### src/rtl/eth_pkt_arbiter.sv
`timescale 1ns/1ps
`default_nettype none
// ============================================================================
// Module   : eth_pkt_arbiter
// Brief    : Four-port packet arbiter for the ARM/Ethernet stream path.
//            Round-robin (PRIO=0) or fixed priority with port 0 highest
//            (PRIO=1). A grant is held for a whole packet. The output is
//            registered and backed by a one-entry skid buffer, so upstream
//            tready does not depend combinationally on downstream o_tready.
// Revision : 1.0 - initial release
// ============================================================================
module eth_pkt_arbiter #(
    parameter int WIDTH = 68,
    parameter int PRIO  = 0
) (
    input  logic             clk,
    input  logic             reset_n,
    input  logic             clear,

    input  logic [WIDTH-1:0] i0_tdata,
    input  logic             i0_tlast,
    input  logic             i0_tvalid,
    output logic             i0_tready,

    input  logic [WIDTH-1:0] i1_tdata,
    input  logic             i1_tlast,
    input  logic             i1_tvalid,
    output logic             i1_tready,

    input  logic [WIDTH-1:0] i2_tdata,
    input  logic             i2_tlast,
    input  logic             i2_tvalid,
    output logic             i2_tready,

    input  logic [WIDTH-1:0] i3_tdata,
    input  logic             i3_tlast,
    input  logic             i3_tvalid,
    output logic             i3_tready,

    output logic [WIDTH-1:0] o_tdata,
    output logic             o_tlast,
    output logic             o_tvalid,
    input  logic             o_tready,

    output logic [1:0]       grant,
    output logic             busy
);

    localparam int c_NPORTS = 4;

    typedef enum logic [0:0] {
        ST_IDLE = 1'b0,
        ST_PASS = 1'b1
    } state_t;

    state_t           r_state;
    state_t           w_state_nxt;

    // Port bundles gathered into arrays so the datapath can index by grant
    logic [WIDTH-1:0] w_tdata  [c_NPORTS];
    logic [c_NPORTS-1:0] w_tlast;
    logic [c_NPORTS-1:0] w_tvalid;
    logic [c_NPORTS-1:0] w_tready;

    // Arbitration state
    logic [1:0]       r_grant;
    logic [1:0]       r_last_grant;
    logic [1:0]       w_search_base;
    logic [1:0]       w_idx;
    logic [1:0]       w_sel;
    logic             w_found;

    // FSM strobes
    logic             w_start;
    logic             w_accept;
    logic             w_pkt_end;

    // Datapath
    logic [WIDTH-1:0] w_in_data;
    logic             w_in_last;
    logic             w_out_free;

    logic [WIDTH-1:0] r_out_data;
    logic             r_out_last;
    logic             r_out_valid;

    logic [WIDTH-1:0] r_skid_data;
    logic             r_skid_last;
    logic             r_skid_valid;

    assign w_tdata[0] = i0_tdata;
    assign w_tdata[1] = i1_tdata;
    assign w_tdata[2] = i2_tdata;
    assign w_tdata[3] = i3_tdata;

    assign w_tlast    = {i3_tlast,  i2_tlast,  i1_tlast,  i0_tlast};
    assign w_tvalid   = {i3_tvalid, i2_tvalid, i1_tvalid, i0_tvalid};

    assign i0_tready  = w_tready[0];
    assign i1_tready  = w_tready[1];
    assign i2_tready  = w_tready[2];
    assign i3_tready  = w_tready[3];

    // Where the priority search begins: fixed at port 0, or one past the
    // port that finished the previous packet.
    generate
        if (PRIO != 0) begin : g_fixed_prio
            assign w_search_base = 2'd0;
        end else begin : g_round_robin
            assign w_search_base = r_last_grant + 2'd1;
        end
    endgenerate

    // Pick the first requesting port walking upward from the search base
    always_comb begin
        w_sel   = 2'd0;
        w_found = 1'b0;
        w_idx   = 2'd0;
        for (int k = 0; k < c_NPORTS; k++) begin
            w_idx = w_search_base + 2'(k);
            if (!w_found && w_tvalid[w_idx]) begin
                w_found = 1'b1;
                w_sel   = w_idx;
            end
        end
    end

    // State register
    always_ff @(posedge clk or negedge reset_n) begin
        if (!reset_n) begin
            r_state <= ST_IDLE;
        end else begin
            r_state <= w_state_nxt;
        end
    end

    // Next state and handshake decode; clear overrides every transition
    always_comb begin
        w_state_nxt = r_state;
        w_tready    = '0;
        w_start     = 1'b0;
        w_accept    = 1'b0;
        w_pkt_end   = 1'b0;
        case (r_state)
            ST_IDLE: begin
                if (w_found) begin
                    w_start     = 1'b1;
                    w_state_nxt = ST_PASS;
                end
            end
            ST_PASS: begin
                // Only the owner may transfer, and only when a stalled
                // downstream still leaves room in the skid slot.
                w_tready[r_grant] = !r_skid_valid;
                w_accept          = w_tvalid[r_grant] && !r_skid_valid;
                if (w_accept && w_tlast[r_grant]) begin
                    w_pkt_end   = 1'b1;
                    w_state_nxt = ST_IDLE;
                end
            end
            default: begin
                w_state_nxt = ST_IDLE;
            end
        endcase
        if (clear) begin
            w_state_nxt = ST_IDLE;
        end
    end

    // Grant latches at packet start; last_grant records the port that
    // completed a packet so round-robin rotates only at packet boundaries.
    always_ff @(posedge clk or negedge reset_n) begin
        if (!reset_n) begin
            r_grant      <= 2'd0;
            r_last_grant <= 2'd3;
        end else if (clear) begin
            r_grant      <= 2'd0;
            r_last_grant <= 2'd3;
        end else begin
            if (w_start) begin
                r_grant <= w_sel;
            end
            if (w_pkt_end) begin
                r_last_grant <= r_grant;
            end
        end
    end

    assign w_in_data  = w_tdata[r_grant];
    assign w_in_last  = w_tlast[r_grant];
    assign w_out_free = !r_out_valid || o_tready;

    // Output register plus skid slot. The skid slot always drains first so
    // word order is preserved; a new word is parked there only when the
    // output register is holding a stalled word.
    always_ff @(posedge clk or negedge reset_n) begin
        if (!reset_n) begin
            r_out_data   <= '0;
            r_out_last   <= 1'b0;
            r_out_valid  <= 1'b0;
            r_skid_data  <= '0;
            r_skid_last  <= 1'b0;
            r_skid_valid <= 1'b0;
        end else if (clear) begin
            r_out_valid  <= 1'b0;
            r_skid_valid <= 1'b0;
        end else if (w_out_free) begin
            if (r_skid_valid) begin
                r_out_data   <= r_skid_data;
                r_out_last   <= r_skid_last;
                r_out_valid  <= 1'b1;
                r_skid_valid <= 1'b0;
            end else if (w_accept) begin
                r_out_data   <= w_in_data;
                r_out_last   <= w_in_last;
                r_out_valid  <= 1'b1;
            end else begin
                r_out_valid  <= 1'b0;
            end
        end else if (w_accept) begin
            r_skid_data  <= w_in_data;
            r_skid_last  <= w_in_last;
            r_skid_valid <= 1'b1;
        end
    end

    assign o_tdata  = r_out_data;
    assign o_tlast  = r_out_last;
    assign o_tvalid = r_out_valid;
    assign grant    = r_grant;
    assign busy     = (r_state == ST_PASS);

endmodule
`default_nettype wire

### config.mk
export PLATFORM = sky130hd
export DESIGN_NAME = eth_pkt_arbiter
export DESIGN_NICKNAME = d
export VERILOG_FILES = /design/src/rtl/eth_pkt_arbiter.sv
export SDC_FILE = /design/constraint.sdc
export NUM_CORES = 1
export LEC_CHECK = 0
export ABC_AREA = 1
export BUFFER_PORTS_ARGS = -buffer_cell sky130_fd_sc_hd__clkbuf_2
export CORE_ASPECT_RATIO = 0.8
export CORE_UTILIZATION = 35
export DETAILED_ROUTE_END_ITERATION = 10
export GPL_TIMING_DRIVEN = 1
export PLACE_DENSITY = 0.73
export SLEW_MARGIN = 25
export SYNTH_ARGS = -nofsm -noshare
export SYNTH_HDL_FRONTEND = slang
export SYNTH_SLANG_ARGS = --single-unit
### constraint.sdc
create_clock -name clk -period 2.59 [get_ports clk]
set_clock_uncertainty 0.15 [all_clocks]
set_input_delay 0.3885 -clock clk [delete_from_list [all_inputs] [get_ports clk]]
set_output_delay 0.3885 -clock clk [all_outputs]
set_load 0.005 [all_outputs]
# ---- Yosys cells after proc, flatten, opt, wreduce, memory -nomap -nowiden
# Index checks and enable logic that the tools add are counted.
dict set report totals {
  output_inout_bits 77
  romBits 0
  regBits 145
  latchBits 0
  n_memories 0
  input_bits 284
  mem_bits_rw 0
}
dict set report op_classes {
  div 0
  eq_ne 0
  shifts 0
  bitwise 5
  mul 0
  muxes 49
  order_cmp 7
  n_addsub 4
  n_reduce_logical 19
}
# op count
set ops {}
lappend ops {{two-way mux 68 bit} 4}
lappend ops {{binary-select mux 68 bit (select 2 bit)} 1}
lappend ops {{two-way mux 1 bit} 27}
lappend ops {{two-way mux 2 bit} 8}
lappend ops {{< comparator 2 x 3 -> 1 bit, second input constant} 5}
lappend ops {{binary-select mux 1 bit (select 2 bit)} 6}
lappend ops {{nonzero test 2 bit} 4}
lappend ops {{logical AND 1 bit} 6}
lappend ops {{AND reduction 3 bit} 2}
lappend ops {{zero test 1 bit} 5}
lappend ops {{adder 2 x 1 -> 2 bit, second input constant} 2}
lappend ops {{adder 2 bit, second input constant} 2}
lappend ops {{bitwise AND 4 bit} 1}
lappend ops {{two-way mux 4 bit} 1}
lappend ops {{>= comparator 3 bit, second input constant} 1}
lappend ops {{inverter 1 bit} 3}
lappend ops {{inverter 2 -> 3 bit} 1}
lappend ops {{nonzero test 3 bit} 1}
lappend ops {{demux 1 bit (select 2 bit)} 1}
lappend ops {{>= comparator 2 x 1 -> 1 bit, second input constant} 1}
lappend ops {{one-hot mux 1 bit (2 select lines)} 1}
lappend ops {{logical OR 1 bit} 1}

# ---- Depth between registers and ports, before layout
# Gate-level depths: netlist (run 1).
dict set report logic_depth {
  word_depth 17
  mapped_depth 12
  mapped_depth_nobuf 11
}

# ---- Worst setup path before layout (run 1)
# No wires, ideal clock.
dict set report synth_timing {
  path_kind {register to register}
  start {register r_grant[0] (netlist: grant[0])}
  end {register r_out_data[51] (netlist: o_tdata[51])}
  setup_ns 0.117
  t_required_ns 2.323
  path_stages_with_launch 12
  period_less_slack_ns 1.916
  path_slack_ns 0.674
  n_path_buf 3
  arrival_time_ns 1.649
  cell_sequence {dfrtp_1 buf_2 nor2_2 a22oi_1 nand2_1 nand2_2 nand2_2 nand3_2 buf_2 buf_4 nand2_1 nand2_1}
}
dict set report synth_between {
  elab_chain_len 6
  word_cells_on_any_way 12
  cone_classes {mux: 8; bitwise: 1; reduce/logical: 3}
}
# item line
set synth_rtl {}
lappend synth_rtl {{start, declared} 66} ;# logic [1:0] r_grant;
lappend synth_rtl {{start signal, assigned} 181} ;# r_grant <= w_sel;
lappend synth_rtl {{binary-select mux 1 bit (select 2 bit) or inverter 2 -> 3 bit (tied branches)} {155, 189}}
lappend synth_rtl {{two-way mux 1 bit (implied by the code) or binary-select mux 68 bit (select 2 bit) (tied branches)} {155, 189}}
lappend synth_rtl {{logical AND 1 bit or two-way mux 68 bit (tied branches)} {155, 189}}
lappend synth_rtl {{two-way mux 1 bit or two-way mux 68 bit (tied branches)} {144, 189}}
lappend synth_rtl {{nonzero test 2 bit (no line) or two-way mux 68 bit (tied branches)} -}
lappend synth_rtl {{AND reduction 3 bit (no line) or two-way mux 68 bit (tied branches)} -}
lappend synth_rtl {{end signal, assigned} 209} ;# r_out_data <= r_skid_data;
lappend synth_rtl {{end signal, assigned} 214} ;# r_out_data <= w_in_data;
lappend synth_rtl {{end, declared} 83} ;# logic [WIDTH-1:0] r_out_data;
# Parallel ways exist; a longest one is shown, timed or not. The select of a mux whose other input is x is not followed.
# A chain may end at the register's enable or synchronous reset.

# ---- Worst setup path after layout (run 1)
dict set report layout_timing {
  start {register r_grant[1] (netlist: grant[1])}
  end {register r_last_grant[0]}
}
dict set report layout_between {
  elab_chain_len 7
  word_cells_on_any_way 9
  cone_classes {mux: 6; reduce/logical: 3}
}
# item line
set layout_rtl {}
lappend layout_rtl {{binary-select mux 1 bit (select 2 bit)} 155} ;# w_accept = w_tvalid[r_grant] && !r_skid_valid;
lappend layout_rtl {{two-way mux 1 bit (implied by the code)} 155}
lappend layout_rtl {{logical AND 1 bit} 155}
lappend layout_rtl {{logical AND 1 bit (*)} 156} ;# if (w_accept && w_tlast[r_grant]) begin
lappend layout_rtl {{two-way mux 1 bit (*)} 156}
lappend layout_rtl {{two-way mux 1 bit (*)} 144} ;# case (r_state)
lappend layout_rtl {{nonzero test 2 bit (no line) (*)} -}
lappend layout_rtl {{end signal, assigned} 184} ;# r_last_grant <= r_grant;
lappend layout_rtl {{end, declared} 67} ;# logic [1:0] r_last_grant;
# Mark *: on every way between the ends. The rest lies on a longest branch, timed or not. The select of a mux whose other input is x is not followed.

==> results of run 1 <==
[per-stage QoR]
step	cell area, um2	hold WS (ns)	power, uW	utilization [%]	worst slack, ns
2_1_floorplan	8370	-0.0571	6250	-	0.674
3_3_place_gp	10500	0.268	7940	44.8	0.334
3_5_place_dp	10500	0.268	8070	44.8	0.245
4_1_cts	11200	0.140	10800	47.5	0.256
5_1_grt	11200	0.171	11600	47.6	0.0464
6_report	11200	0.160	10800	47.6	0.254
[power breakdown]
part / internal, uW / leakage (uW) / total [uW] / switching (uW)
registers: 3090 / 0.00187 / 3580 / 498
logic: 1650 / 0.00421 / 4460 / 2800
clock network: 1710 / 0.000303 / 2710 / 1000
total: 6450 / 0.00638 / 10800 / 4300
[cells by family after synthesis]
kind of cell    count (synthesis)  synth area share (%)
simple gates                  981                  48.3
compound gates                 35                  3.05
buf+inv                       110                  5.33
flops                         145                  43.4
[registers in the layout (all words and copies together) (netlist names)]
signal and count:
o_tdata 68, r_skid_data 68, grant 2, r_last_grant 2, busy 1, o_tlast 1, o_tvalid 1, r_skid_last 1
r_skid_valid 1
[layer usage]
metal	global-route usage, %	up-vias	wire length [um]
li1	-	4695	-
met1	28.6	4409	12300
met2	41.5	416	14200
met3	3.91	38	1810
met4	7.73	0	654
met5	0	-	0
[final cells by class]
| class | instances | area (um2) |
|---|---|---|
| sequential | 145 | 3630 |
| antenna | 1 | 2.50 |
| inverter | 21 | 78.8 |
| timing repair buffer | 383 | 2080 |
| multi-input combinational | 1016 | 4330 |
| clock inverter | 12 | 209 |
| clock buffer | 18 | 429 |
| fill | 2381 | 12300 |
| tap | 312 | 390 |
[critical path: stages, from the launching register on]
cell and delay [ns]:
dfrtp_1 0.55, inv_2 0.11, nor2_4 0.10, buf_4 0.64, nand2_1 0.12, nand3_1 0.18
nand3_1 0.17, nand2_1 0.10, o211ai_1 0.09
[cells in the final DEF, fill, tap and decap left out, drive strengths merged]
| cell | synthesis | final |
|---|---|---|
| inv | 21 | 22 |
| clkinv | 0 | 4 |
| a22oi | 28 | 28 |
| nor3 | 3 | 3 |
| bufinv | 0 | 5 |
| dfrtp | 143 | 143 |
| buf | 38 | 23 |
| nand4 | 113 | 113 |
| a21oi | 1 | 1 |
| clkbuf | 51 | 377 |
| nand2 | 816 | 816 |
| dlygate4sd3 | 0 | 1 |
| dfstp | 2 | 2 |
| nand3 | 37 | 37 |
| o21ai | 2 | 2 |
| o211ai | 4 | 4 |
| clkinvlp | 0 | 2 |
| nor2 | 12 | 12 |
| diode | 0 | 1 |
[timing repair]
| action | in CTS | in global routing |
|---|---|---|
| hold buffers | 1 | 0 |
| setup buffers | 0 | 0 |
| setup endpoints to repair | 0 | 0 |
| endpoints found under the hold margin | 54 | 0 |
[final timing paths]
check	start	end	slack (ns)	depth (start not counted)
setup reg to reg	grant[1]	r_last_grant[0]	0.25	8
setup / recovery	grant[1]	r_last_grant[0]	0.25	8
hold / removal	i1_tdata[18]	r_skid_data[18]	0.16	5
min in group asynchronous	reset_n	o_tdata[45]	0.39	2
hold reg to reg	r_skid_data[50]	r_skid_data[50]	0.32	2
max in group asynchronous	reset_n	r_last_grant[1]	1.21	3
==> metrics.yaml, run 1 <==
die:
  core_um2: 23500
  die_area_um2: 24500
  num_rows: 50
  io_pins: 361
  initial_core_util_pct: 35.7
  die_w_um: 175
  die_y_um: 140
sta:
  hold_viol: 0
  min_period_ns: 2.34
  finalSetupTns_ns: 0
  tightest_slew_ns: 0.927
  fmax_mhz: 428
  drv_slew: 0
  max_slew_margin_pct: 38.2
  setup_viol: 0
  period_share_pct: 90.2
  grt_setup_unrepaired: "false"
global_route:
  grt_max_degree: 76
  grt_pass1_wl_um: 45600
  track_usage_pct: 23.4
  antenna_found_initial: 1
  first_global_vias: 8980
  grt_overflow: 0
detailed_routing:
  wire_per_inst_um: 15.2
  first_iter_violations: 690
  vias: 9558
  wl_um: 28900
  ant_nets: 0
  viasPerCell: 5.01
  dr.pass1.iters: 6
  drc: 0
outcome:
  status: "finished, final reports clean"
critical_path:
  timing.critical_path.fanout_max: 69
  critPathKind: "register to register"
  required_ns: 2.74
  cp.arrival_ns: 2.48
  critPathLaunchType: "register"
  crit_path_end_kind: "register"
layout:
  drive_gt1_share_pct: 26.8
  final_nets: 1868
  areaGrowthSynthToFinish_pct: 33.2
  instances_no_fill: 1908
synth:
  synth.most_common_cell: "nand2_1"
  syn_inst: 1271
  synth_seq_cells: 145
  postSynthNetCount: 1555
  synthArstFlopShare_pct: 100
  avgSynthCellArea_um2: 6.59
  synth_largest_area_cell: "dfrtp_1"
  seq_area_frac_synth_pct: 43.4
  synth_edf_count: 0
  ys_warn_count: 0
  netlist_area_um2: 8370
  synth_common_cells: "nand2_1 (814), dfrtp_1 (143), nand4_1 (113)"
  yosysUniqueCellTypes: 21
  synthTopCellsByArea: "dfrtp_1 (43%), nand2_1 (36%), nand4_1 (8.4%)"
  synth-main-ff-cell: "dfrtp_1"
  synth_top_area_share_pct: 42.7
placement:
  dp_hpwl_um: 19200
  dp.cells: 1876
  place.gp.congestion: 0.840
  io_buffers: 360
power:
  ir_drop_uv: 453
  leakage_uw: 0.00638
  p_per_area_nw_per_um2: 964
clock_network:
  cts_tree: "done"
  cts_root_buf: "clkbuf_16"
  cts-htree-levels: 4
  path_clk_slew_ns: 0.07
  clock_sinks: 145
  worstSkewPairLatency_ns: 0.41
  cts_resized: 0
  clk_path_buf_depth: 2
  cts_buffers: 17
hold_path:
  hold_path_class: "input port to register"
flow_run:
  maxCapViolations: 0
No activity file was read; power rests on OpenSTA's default activity.
==> run 2, diff against run 1 <==
==> constraint.sdc (replaced) <==
create_clock -name clk -period 2.59 [get_ports clk]
set_clock_uncertainty 0.15 [all_clocks]
set_input_delay 0.518 -clock clk [delete_from_list [all_inputs] [get_ports clk]]
set_output_delay 0.518 -clock clk [all_outputs]
set_load 0.005 [all_outputs]
==> run 2 against run 1 <==
Effect of this change:
- via count rose by 1.2%
- worst setup slack got worse by 0.036 ns
- combinational power barely moved
- first-iteration DRC count fell by 11%
- sequential share of layout area rose by 0.19 points
- flip-flop and latch count did not move
- final area fell by 0.59%
- largest power group unchanged
- highest routed layer unchanged
==> metrics.yaml, run 2 (same netlist as run 1, synthesis figures left out) <==
outcome:
  status: "finished, final reports clean"
sta:
  drv_slew: 0
  tightest_slew_ns: 0.819
  setup_viol: 0
  postLayoutSetupSlackWorst_ns: 0.218
  period_share_pct: 91.6
  finalSetupTns_ns: 0
  max_slew_margin_pct: 45.4
  min_period_ns: 2.37
  fmax_mhz: 422
  grt_setup_unrepaired: "false"
  hold_viol: 0
clock_network:
  clk_path_buf_depth: 2
  path_clk_slew_ns: 0.07
  cts_tree: "done"
  cts_root_buf: "clkbuf_16"
  cts_resized: 0
  cts-htree-levels: 4
  cts_buffers: 17
  clock_sinks: 145
  worstSkewPairLatency_ns: 0.41
critical_path:
  critPathLaunchType: "register"
  cp.arrival_ns: 2.55
  crit_path_end_kind: "register"
  ff2ff_setup_slack_ns: 0.22
  required_ns: 2.77
  timing.critical_path.fanout_max: 69
  critPathKind: "register to register"
  worstPathCellList: "nand2_1 -> inv_2 -> buf_4 -> nand2_1 -> nand3_1 -> nand3_1 -> o211ai_1"
  path_delay_family: "buffers and inverters"
  slowest_delay_ns: 0.63
  worstReg2RegEnd: "r_last_grant[1]"
  r2r_cells: 7
  r2r_start: "grant[0]"
  cpMaxStageDelayCell: "buf_4"
  cp_num_buf_inv: 2
power:
  clock_power_share_pct: 23.2
  ir_drop_uv: 555
  combPwrFrac_pct: 42.5
  pwr-share-seq_pct: 34.3
  switching_share_pct: 41.3
  p_sw_uw: 4320
  leakage_uw: 0.00635
  p_int_uw: 6140
  p_per_area_nw_per_um2: 943
layout:
  drive_gt1_share_pct: 26.9
  instances_no_fill: 1909
  fillCellCount: 2388
  final_nets: 1867
  layout_common_cells: "nand2_1 (813), clkbuf_2 (359), dfrtp_1 (142), nand4_1 (113), nand3_1 (36)"
  final_core_util_pct: 47.3
  final_common_cell: "nand2_1"
  areaGrowthSynthToFinish_pct: 32.4
detailed_routing:
  wire_per_inst_um: 15.1
  drc: 0
  vias: 9675
  ant_nets: 0
  wl_um: 28800
  first_iter_violations: 613
  viasPerCell: 5.07
  dr.pass1.iters: 5
die:
  initial_core_util_pct: 35.7
  io_pins: 361
  die_w_um: 175
  die_y_um: 140
  die_area_um2: 24500
  num_rows: 50
  core_um2: 23500
global_route:
  grt_max_degree: 70
  grt_pass1_wl_um: 45100
  antenna_found_initial: 1
  grt_overflow: 0
  first_global_vias: 8818
  track_usage_pct: 23.2
hold_path:
  hold_path_end: "r_skid_data[5]"
  hold_path_class: "input port to register"
  whs_path_depth: 5
  min_from: "i1_tdata[5]"
placement:
  dp.cells: 1875
  post-place-ws_ns: 0.246
  dp_hpwl_um: 19400
  io_buffers: 360
  place.gp.congestion: 0.859
flow_run:
  maxCapViolations: 0
## run 2: repair_timing
action                                 4_1_cts  5_1_grt
endpoints found under the hold margin       38        0
setup buffers                                0        0
hold buffers                                 1        0
## run 2: final cells by class
| type | instances | area (um2) | area share [%] |
|---|---|---|---|
| Antenna cell | 1 | 2.50 | 0.0226 |
| Clock buffer | 20 | 457 | 4.12 |
| Clock inverter | 12 | 123 | 1.11 |
| Inverter | 21 | 78.8 | 0.711 |
| Multi-Input combinational cell | 1016 | 4330 | 39.0 |
| Sequential cell | 145 | 3630 | 32.8 |
| Tap cell | 312 | 390 | 3.52 |
| Timing Repair Buffer | 382 | 2080 | 18.7 |
## run 2: routing by layer
layer | part of all wire (%) | wire length [um] | up-vias | GRT usage, %
met5 | 0 | 0 | - | 0
met1 | 42 | 12200 | 4547 | 28.2
li1 | - | - | 4698 | -
met2 | 50 | 14500 | 409 | 42.5
met4 | 1.0 | 297 | 0 | 6.13
met3 | 6.1 | 1770 | 21 | 3.66
## run 2: how the worst max path moves through the flow
| stage | depth (start not counted) | end | slack, ns | from |
|---|---|---|---|---|
| 2_1_floorplan | 11 | o_tdata[51] | 0.67 | grant[0] |
| 3_3_place_gp | 9 | o_tdata[20] | 0.35 | grant[1] |
| 3_5_place_dp | 7 | r_last_grant[1] | 0.25 | grant[1] |
| 4_1_cts | 7 | r_last_grant[1] | 0.24 | grant[1] |
| 5_1_grt | 7 | r_last_grant[1] | 0.008 | grant[0] |
| 6_report | 7 | r_last_grant[1] | 0.22 | grant[0] |
## run 2: power by group through the flow
| stage | combinational (uW) | clock [uW] | sequential, uW |
|---|---|---|---|
| 2_1_floorplan | 2700 | 0 | 3550 |
| 3_3_place_gp | 4370 | 0 | 3590 |
| 3_5_place_dp | 4470 | 0 | 3610 |
| 4_1_cts | 4490 | 2480 | 3580 |
| 5_1_grt | 5040 | 2570 | 3690 |
| 6_report | 4450 | 2420 | 3590 |
## run 2: through the flow
stage               hold WS [ns]  total power (uW)  area (um2)
finish                     0.293             10500       11100
global route               0.291             11300       11100
CTS                        0.271             10500       11100
detailed placement         0.307              8080       10500
global placement           0.304              7970       10500
floorplan                 0.0724              6250        8370
## run 2: worst reg2reg max path, stage by stage, from the launching register on
cell and delay [ns]:
dfrtp_1 0.56, nand2_1 0.14, inv_2 0.08, buf_4 0.63, nand2_1 0.14, nand3_1 0.17
nand3_1 0.17, o211ai_1 0.25
==> run 3, diff against run 2 <==
Settings changed: REMOVE_ABC_BUFFERS from default to 1.
==> run 3 against run 2 <==
Effect of this change:
- critical path depth is 2 lower
- sequential share of layout area increased by 0.052 points
- combinational power fell by 1%
- final area shrank 0.16%
- global-route usage is 1.8 points lower
- first-iteration DRC count grew 2.4%
- worst setup slack improved by 0.073 ns
- count of clock-buffer cells in the layout unchanged
- flip-flop and latch count unchanged
- sequential power about the same
- fmax rose by 3.2%
- critical endpoint is now i1_tready
- largest power group unchanged
==> metrics.yaml, run 3 (same netlist as run 1, synthesis figures left out) <==
outcome:
  status: "finished, final reports clean"
layout:
  final_nets: 1867
  instances_no_fill: 1908
  layout_common_cells: "nand2_1 (813), clkbuf_2 (359), dfrtp_1 (142), nand4_1 (113), nand3_1 (36)"
  final_common_cell: "nand2_1"
  antenna_cells: 0
  drive_gt1_share_pct: 26.9
  final_core_util_pct: 47.2
  areaGrowthSynthToFinish_pct: 32.2
die:
  die_y_um: 140
  initial_core_util_pct: 35.7
  num_rows: 50
  core_um2: 23500
  die_w_um: 175
  die_area_um2: 24500
  io_pins: 361
global_route:
  grt_overflow: 0
  grt_max_degree: 70
  track_usage_pct: 21.4
  first_global_vias: 8816
  antenna_found_initial: 0
  grt_pass1_wl_um: 43000
sta:
  period_share_pct: 88.8
  hold_viol: 0
  drv_slew: 0
  grt_setup_unrepaired: "false"
  min_period_ns: 2.30
  postLayoutSetupSlackWorst_ns: 0.291
  finalSetupTns_ns: 0
  fmax_mhz: 435
  hold-worst-slack_ns: 0.298
  max_slew_margin_pct: 44.5
  tightest_slew_ns: 0.833
  setup_viol: 0
power:
  leakage_uw: 0.00633
  ir_drop_uv: 546
  p_per_area_nw_per_um2: 938
clock_network:
  cts_buffers: 17
  cts_tree: "done"
  cts-htree-levels: 4
  cts_resized: 0
  clock_sinks: 145
  path_clk_slew_ns: 0.07
  clk_path_buf_depth: 2
  cts_root_buf: "clkbuf_16"
  worstSkewPairLatency_ns: 0.41
placement:
  post-place-ws_ns: 0.506
  io_buffers: 360
  dp.cells: 1875
  place.gp.congestion: 0.814
  dp_hpwl_um: 18200
hold_path:
  hold_path_class: "input port to register"
detailed_routing:
  wire_per_inst_um: 14.0
  drc: 0
  ant_nets: 0
  dr.pass1.iters: 5
  first_iter_violations: 628
  viasPerCell: 4.98
  vias: 9508
  wl_um: 26600
critical_path:
  critPathKind: "register to output pin"
  crit_path_end_kind: "output pin"
  timing.critical_path.fanout_max: 4
  critPathLaunchType: "register"
  ff2ff_setup_slack_ns: 0.48
  cp.arrival_ns: 1.63
  required_ns: 1.92
flow_run:
  maxCapViolations: 0
[run 3: cell types whose count changed in the layout (fill, tap and decap cells not counted), sizes merged]
cell	change
diode	-1
clkinv	-4
clkinvlp	+2
inv	+2
[run 3: area by class of cell]
cell class	count	area (um2)
fillers	2362	12400
multi-input cells	1016	4330
flip-flops and latches	145	3630
repair buffers	382	2060
clock buffers	20	457
well taps	312	390
clock inverters	12	120
inverters	21	78.8
[run 3: critical path, cell delays in order, from the launching register on]
cell      delay [ns]
dfrtp_1         0.39
inv_1           0.07
nor2_1          0.20
inv_1           0.12
nor3_1          0.26
clkbuf_2        0.18
[run 3: final timing paths]
kind                                  start         endpoint  cells after the start
worst max-delay path                   busy        i1_tready                      5
worst min-delay path            i1_tdata[8]   r_skid_data[8]                      5
worst max register to register     grant[0]             busy                      8
worst min register to register  o_tdata[30]      o_tdata[30]                      2
max in group asynchronous           reset_n  r_last_grant[1]                      3
min in group asynchronous           reset_n  r_skid_data[14]                      2
[run 3: stage by stage]
| stage | area [um2] | total power, uW |
|---|---|---|
| 6_report | 11100 | 10400 |
| 5_1_grt | 11100 | 11200 |
| 4_1_cts | 11100 | 10500 |
| 3_5_place_dp | 10500 | 8020 |
| 3_3_place_gp | 10500 | 7890 |
| 2_1_floorplan | 8010 | 6120 |
[run 3: layer usage]
metal | routed length [um] | track usage [%]
met5 | 0 | 0
met2 | 12900 | 36.9
met3 | 1550 | 4.10
met4 | 367 | 6.13
met1 | 11900 | 27.3
[run 3: repair_timing]
| action | CTS | global route |
|---|---|---|
| buffers inserted | 0 | 0 |
| hold buffers | 1 | 0 |
| hold endpoints to repair | 33 | 0 |
[run 3: report_power, final]
group	switching (uW)	internal (uW)	total [uW]
sequential	502	3090	3590
clock	1010	1390	2410
combinational	2740	1650	4390
